### src/rtl/pin_lock_ctrl.sv
// pin_lock_ctrl: digit-serial PIN lock with reprogrammable stored PIN,
// consecutive-failure counting, timed access grant and timed lockout.
module pin_lock_ctrl #(
  parameter int                              DIGITS      = 4,
  parameter int                              DIGIT_W     = 4,
  parameter logic [DIGITS*DIGIT_W-1:0]       DEFAULT_PIN = 16'h1234,
  parameter int                              MAX_TRIES   = 3,
  parameter int                              ACCESS_CYC  = 4,
  parameter int                              LOCKOUT_CYC = 16,
  parameter int                              CNT_W       = 2
) (
  input  logic                         clk,
  input  logic                         reset,
  input  logic                         digit_valid,
  input  logic [DIGIT_W-1:0]           digit,
  input  logic                         clear,
  input  logic                         enter,
  input  logic                         set_pin,
  output logic                         access,
  output logic                         alarm,
  output logic                         locked,
  output logic [CNT_W-1:0]             fail_count,
  output logic [$clog2(DIGITS+1)-1:0]  digit_count,
  output logic                         pin_updated
);
  localparam int PW   = DIGITS * DIGIT_W;
  localparam int DCW  = $clog2(DIGITS + 1);
  localparam int TMAX = ACCESS_CYC > LOCKOUT_CYC ? ACCESS_CYC : LOCKOUT_CYC;
  localparam int TW   = $clog2(TMAX + 1);
  typedef enum logic [1:0] {IDLE, GRANT, LOCKOUT} state_t;
  state_t          r_state;
  logic [PW-1:0]   r_pin;
  logic [PW-1:0]   r_buf;
  logic            r_ovf;
  logic [TW-1:0]   r_timer;
  logic            w_full;
  logic            w_ok;
  logic            w_match;
  logic            w_expire;
  logic            w_last_try;
  assign w_full     = digit_count == DCW'(DIGITS);
  assign w_ok       = w_full && !r_ovf;
  assign w_match    = w_ok && (r_buf == r_pin);
  assign w_expire   = r_timer == TW'(1);
  assign w_last_try = int'(fail_count) + 1 >= MAX_TRIES;
  // Later assignments in the body override earlier ones, so grant expiry
  // always leaves the buffer empty regardless of what else happened that cycle.
  always_ff @(posedge clk or posedge reset)
    if (reset) begin
      r_state     <= IDLE;
      r_pin       <= DEFAULT_PIN;
      r_buf       <= '0;
      r_ovf       <= 1'b0;
      r_timer     <= '0;
      digit_count <= '0;
      fail_count  <= '0;
      access      <= 1'b0;
      alarm       <= 1'b0;
      locked      <= 1'b0;
      pin_updated <= 1'b0;
    end else begin
      pin_updated <= 1'b0;
      if (r_state == LOCKOUT) begin
        if (w_expire) begin
          r_state    <= IDLE;
          locked     <= 1'b0;
          alarm      <= 1'b0;
          fail_count <= '0;
        end else r_timer <= r_timer - TW'(1);
      end else begin
        if (clear) begin
          r_buf       <= '0;
          digit_count <= '0;
          r_ovf       <= 1'b0;
        end else if (enter && r_state == IDLE) begin
          r_buf       <= '0;
          digit_count <= '0;
          r_ovf       <= 1'b0;
          if (w_match) begin
            r_state    <= GRANT;
            access     <= 1'b1;
            alarm      <= 1'b0;
            fail_count <= '0;
            r_timer    <= TW'(ACCESS_CYC);
          end else if (w_last_try) begin
            r_state    <= LOCKOUT;
            locked     <= 1'b1;
            alarm      <= 1'b1;
            fail_count <= CNT_W'(MAX_TRIES);
            r_timer    <= TW'(LOCKOUT_CYC);
          end else begin
            fail_count <= fail_count + 1'b1;
            alarm      <= 1'b1;
          end
        end else if (set_pin && r_state == GRANT && w_ok) begin
          r_pin       <= r_buf;
          pin_updated <= 1'b1;
          r_buf       <= '0;
          digit_count <= '0;
        end else if (digit_valid && !enter && !set_pin) begin
          if (!w_full) begin
            r_buf       <= (r_buf << DIGIT_W) | PW'(digit);
            digit_count <= digit_count + 1'b1;
          end else r_ovf <= 1'b1;
        end
        if (r_state == GRANT) begin
          if (w_expire) begin
            r_state     <= IDLE;
            access      <= 1'b0;
            r_buf       <= '0;
            digit_count <= '0;
            r_ovf       <= 1'b0;
          end else r_timer <= r_timer - TW'(1);
        end
      end
    end
endmodule
### config.mk
export PLATFORM = sky130hd
export DESIGN_NAME = pin_lock_ctrl
export DESIGN_NICKNAME = d
export VERILOG_FILES = /design/src/rtl/pin_lock_ctrl.sv
export SDC_FILE = /design/constraint.sdc
export NUM_CORES = 1
export LEC_CHECK = 0
export CAP_MARGIN = 20
export CORE_MARGIN = 5
export CORE_UTILIZATION = 43
export DETAILED_ROUTE_END_ITERATION = 12
export PLACE_DENSITY_LB_ADDON = 0.1
export SYNTH_ARGS = -nofsm -noshare
export SYNTH_HDL_FRONTEND = slang
export SYNTH_SLANG_ARGS = --single-unit
### constraint.sdc
create_clock -name clk -period 4.6 [get_ports clk]
set_clock_uncertainty 0.15 [all_clocks]
set_input_delay 0.46 -clock clk [delete_from_list [all_inputs] [get_ports clk]]
set_output_delay 0.46 -clock clk [all_outputs]
set_load 0.005 [all_outputs]
**Word level (Yosys, flattened, before mapping)**

Cells that the tools add are included.
W data, S select, Z words.

- Flip-flop bits (word level): 49
- Input bits: 10
- Output and inout bits: 9
- Logic and storage cells: 106

- $add $sub $neg: 4
- $lt $le $gt $ge: 1
- Equality and inequality tests: 9
- Muxes and demuxes: 61
- Bitwise logic cells: 4
- Reductions and logical operators: 16

Operators by type and width:

| operator | count |
|---|---|
| $mux W16 | 7 |
| $mux W5 | 8 |
| $mux W1 | 26 |
| $mux W2 | 13 |
| $mux W3 | 7 |
| $eq A16 B16 Y1 | 1 |
| $or A16 B4 Y16 | 1 |
| $logic_and A1 B1 Y1 | 7 |
| $eq A5 B1 Y1 const B | 1 |
| $reduce_and A5 Y1 | 1 |
| $sub A5 B1 Y5 const B | 1 |
| $ne A2 B1 Y1 const B | 2 |
| $ne A2 B2 Y1 const B | 2 |
| $reduce_and A4 Y1 | 1 |
| $reduce_bool A2 Y1 | 2 |
| $add A2 B1 Y3 const B | 1 |
| $add A3 B1 Y3 const B | 1 |
| $eq A3 B3 Y1 const B | 1 |
| $ge A3 B2 Y1 const B | 1 |
| $logic_not A1 Y1 | 3 |
| $not A1 Y1 | 3 |
| $reduce_and A3 Y1 | 1 |
| $add A2 B1 Y2 const B | 1 |
| $eq A2 B1 Y1 const B | 1 |
| 2 further kinds | 2 |

**Logic depth before layout (Yosys ltp)**

- Depth after elaboration: 9
- Mapped depth: 8
- Gate-level depth less buffers: 7

**Least setup slack after synthesis**

Ideal clock, no wire load.

- Path type: reg-to-reg
- Start point: register digit_count[0]
- End point: register r_pin[10]
- Library setup time: 0.125 ns
- Data arrival time: 1.813 ns
- Data required time: 4.325 ns
- Path slack: 2.513 ns
- Stages on the path, launching flop included: 8
- Path buffers: 1
- Clock period less this slack: 2.087 ns
- Cell sequence: dfrtp_1 inv_1 ha_1 and3b_1 nand3_1 nor2_2 buf_2 mux2_2

- Longest elaborated chain between the ends: 4

Ends and longest elaborated chain:

| element | RTL line | RTL |
|---|---|---|
| start, declared | 23 | `output logic [$clog2(DIGITS+1)-1:0] digit_count,` |
| start signal, assigned | 103 | `digit_count <= digit_count + 1'b1;` |
| $eq A3 B3 Y1 | 41 | `assign w_full = digit_count == DCW'(DIGITS);` |
| $logic_and A1 B1 Y1 | 42 | `assign w_ok = w_full && !r_ovf;` |
| $logic_and A1 B1 Y1 | 95 | `end else if (set_pin && r_state == GRANT && w_ok) begin` |
| $reduce_and A4 Y1 (no source line) | n/a |  |
| end signal, assigned | 96 | `r_pin <= r_buf;` |
| end, declared | 32 | `logic [PW-1:0] r_pin;` |

Every way passes these cells.
A chain may end at the register's enable or synchronous reset.

**Worst setup path after layout**

- Start point: input enter
- End point: register r_timer[4]

- Longest elaborated chain between the ends: 6

Ends and longest elaborated chain:

| element | RTL line | RTL |
|---|---|---|
| start, declared | 17 | `input logic enter,` |
| $logic_and A1 B1 Y1 (*) | 75 | `end else if (enter && r_state == IDLE) begin` |
| $mux W5 (*) | 75 |  |
| $mux W5 (*) | 71 | `if (clear) begin` |
| $mux W5 | 107 | `if (w_expire) begin` |
| $mux W5 (*) | 106 | `if (r_state == GRANT) begin` |
| $mux W5 (*) | 63 | `if (r_state == LOCKOUT) begin` |
| end signal, assigned | 69 | `end else r_timer <= r_timer - TW'(1);` |
| end signal, assigned | 84 | `r_timer <= TW'(ACCESS_CYC);` |
| end signal, assigned | 113 | `end else r_timer <= r_timer - TW'(1);` |
| end, declared | 35 | `logic [TW-1:0] r_timer;` |

Mark *: on every way between the ends. The rest lies on a longest branch, timed or not.

==> impl_metrics.csv <==
group,metric,value,unit
setup_path,criticalPathCategory,"in2reg",
layout,syn_to_final_growth,13.83,%
timing,slew_headroom,33.60,%
layout,fin_util,51.00,%
power,pwr_density_cell,291.6,nW/um^2
global_routing,antenna_found_initial,0,
run,cap_violations,0,
timing,period_minus_slack,2.497,ns
yosys,synthArstFlopShare,100.0,%
global_routing,grt_max_degree,50,
layout,n_antenna_cell,0,
yosys,netlist_area,2497,sq um
setup_path,critPathMaxFanout,10,
placed_design,placed_cells,308,
route,ant_nets,0,
timing,final_max_slew_viol_count,0,
cts,cts.sink_count,49,
setup_path,r2r_setup_slack,2.13,ns
timing,fin_hold_ws,0.2075,ns
route,route.detailed.drc,0,
floorplan,ios,19,
outcome,status,"finished, final reports clean",
cts,clk_latency,0.30,ns
timing,setup_viol,0,
cts,cts_tree,"yes",
timing,fin_crit_sh,54.29,%
cts,cts_hold_buf,0,
cts,clk_pin_slew,0.09,ns
hold_path,hold_path.class,"in2async",
route,first_pass_iters,4,
yosys,synth-edff-count,0,
yosys,syn_nets,239,
yosys,yosys_register_bits,49,
timing,hold_viol_final,0,
yosys,synth.avg_cell_area,11.10,sq um
placed_design,hpwl,3121,um
timing,max_freq,0.4004,GHz
timing,rsz0062_at_grt,"no",
yosys,synth_ff_type,"dfrtp_1",
power,ir_drop,193.5,uV
global_routing,grt-ovfl-total,0,
yosys,synthCells,225,
cts,cts_made_buffers,5,
route,avgRoutedWirePerCell,14.74,um
power,total_power,0.8289,mW
setup_path,slowest_delay,0.82,ns
timing,worst_pin_slew,0.9933,ns
placed_design,port_buffers,18,
placed_design,place_congestion,0.8700,
cts,cts-root-buf,"clkbuf_8",
floorplan,die_area,7432,sq um
yosys,synth-seq-area-share,49.35,%
floorplan,die_w,86.21,um
setup_path,worstPathArrival,2.54,ns
setup_path,cp-end-kind,"flop",
global_routing,grt_pass1_vias,1677,
floorplan,num_rows,27,
setup_path,cp_slowest_cell,"nor4b_2",
layout,instances_no_fill,317,
floorplan,start_util,44.80,%
setup_path,critPathLaunchType,"primary input",
global_routing,track_usage,14.03,%
route,drt-initial-drc-count,68,
timing,finalSetupTns,0,ns
route,vias_per_cell,5.243,
floorplan,die_y,86.21,um
global_routing,grt_pass1_wl,8314,um
route,vias,1662,
cts,postCtsResizedCells,0,
layout,drive_above_1_share,15.92,%
setup_path,required,4.65,ns
cts,cts_setup_buffers,0,
floorplan,fp.coreArea,5574,sq um
cts,clk_path_buf_depth,2,
power,p_leak,1.322,nW
layout,layout.nets,258,
route,wl,4671,um
setup_path,path_cells,"clkdlybuf4s50_1, nor4b_2, nand3_1, and2_1",
yosys,yosysUniqueCellTypes,45,
yosys,ys_warn_count,0,
cts,cts.htree.levels,2,
[cell type report]
| class | instances | area (sq um) |
|---|---|---|
| flip-flops and latches | 49 | 1232 |
| repair buffers | 19 | 200.2 |
| multi-input cells | 163 | 1181 |
| well taps | 72 | 90.09 |
| inverters | 6 | 22.52 |
| clock buffers | 7 | 86.33 |
| fillers | 525 | 2731 |
| clock inverters | 1 | 30.03 |
[state kept, by name (all words and copies together) (netlist names)]
register and cells:
r_buf 16, r_pin 16, fail_count 2, pin_updated 1
alarm 1, r_ovf 1, digit_count 3, r_timer 5
locked 1, access 1, r_state 2
[cells in the mapped netlist (3+ instances only)]
cell type,n,area share [%]
a31oi_1,3,0.75
nand2_1,16,2.4
a21oi_1,7,1.4
ha_1,4,2.0
dfstp_2,5,5.3
nand3_1,5,1.0
inv_1,6,0.90
mux2i_1,18,7.2
xnor2_1,19,6.7
mux2_2,16,7.2
nor2_1,25,3.8
nor3_1,4,0.80
o21ai_0,8,1.6
dfrtp_1,44,44
nand4_1,3,0.75
nor2b_1,3,0.75
[report_power, final]
group / internal, mW / leakage (nW) / switching [mW] / total, mW
Clock: 0.177 / 0.0585 / 0.140 / 0.317
Sequential: 0.439 / 0.622 / 0.00855 / 0.447
Combinational: 0.0314 / 0.642 / 0.0333 / 0.0648
[worst max-delay path: cells and delay by family]
family                 cells  cell delay (ns)
and+or+nand+nor            3             1.54
buffers and inverters      1             0.53
[stage by stage]
| stage | worst slack [ns] | cell area, sq um |
|---|---|---|
| final | 2.103 | 2843 |
| after global routing | 1.935 | 2843 |
| after CTS | 2.062 | 2823 |
| after detailed placement | 1.841 | 2706 |
| after global placement | 1.902 | 2706 |
| after floorplan | 2.513 | 2497 |
[cell families (layout without fill, tap and decap cells)]
family                   count (synthesis)  after routing  synth area share, %
XOR/XNOR                                19             19                6.663
buffers and inverters                   13             33                3.356
flip-flops                              49             49                49.35
multiplexers                            34             34                14.43
adder cells (fa/ha/maj)                  4              4                2.004
AND/OR/NAND/NOR                         75             75                15.73
AO/OA/AOI/OAI                           31             31                8.468
[layout by cell type, fill, tap and decap left out, types with 2 or more instances in the layout]
| master | instances |
|---|---|
| nand2_1 | 16 |
| a31oi_1 | 3 |
| nor4b_2 | 2 |
| dfstp_2 | 5 |
| o21ai_0 | 8 |
| o21ai_2 | 2 |
| and2_1 | 2 |
| nand2_2 | 2 |
| clkbuf_8 | 6 |
| a22oi_1 | 2 |
| nand4_1 | 3 |
| clkdlybuf4s50_1 | 18 |
| ha_1 | 4 |
| nand2b_1 | 2 |
| or3_1 | 2 |
| mux2_2 | 16 |
| nor3b_1 | 2 |
| inv_1 | 5 |
| dfrtp_1 | 44 |
| nor2_1 | 25 |
| a21oi_1 | 7 |
| mux2i_1 | 18 |
| xnor2_1 | 19 |
| nand3_1 | 5 |
| nor3_1 | 4 |
| nor2b_1 | 3 |
[worst paths after layout]
kind                       cells past startpoint                     end              startpoint
max                                            4  r_timer[4]$_DFFE_PP0P_                   enter
min                                            2  r_timer[1]$_DFFE_PP0P_                   reset
max reg2reg                                    3  r_timer[4]$_DFFE_PP0P_  r_state[1]$_DFFE_PP0P_
min reg2reg                                    2       r_ovf$_DFFE_PP0N_       r_ovf$_DFFE_PP0N_
max in group asynchronous                      3   r_pin[12]$_DFFE_PP1P_                   reset
min in group clk                               2       r_ovf$_DFFE_PP0N_       r_ovf$_DFFE_PP0N_
[per-layer routing]
| layer | share of wire [%] | track usage, % |
|---|---|---|
| met2 | 44 | 21.09 |
| met1 | 51 | 19.99 |
| met5 | 0 | 0 |
| met3 | 3.4 | 2.947 |
| met4 | 1.7 | 5.099 |
Note: power is estimated with default switching activity, not from simulation.
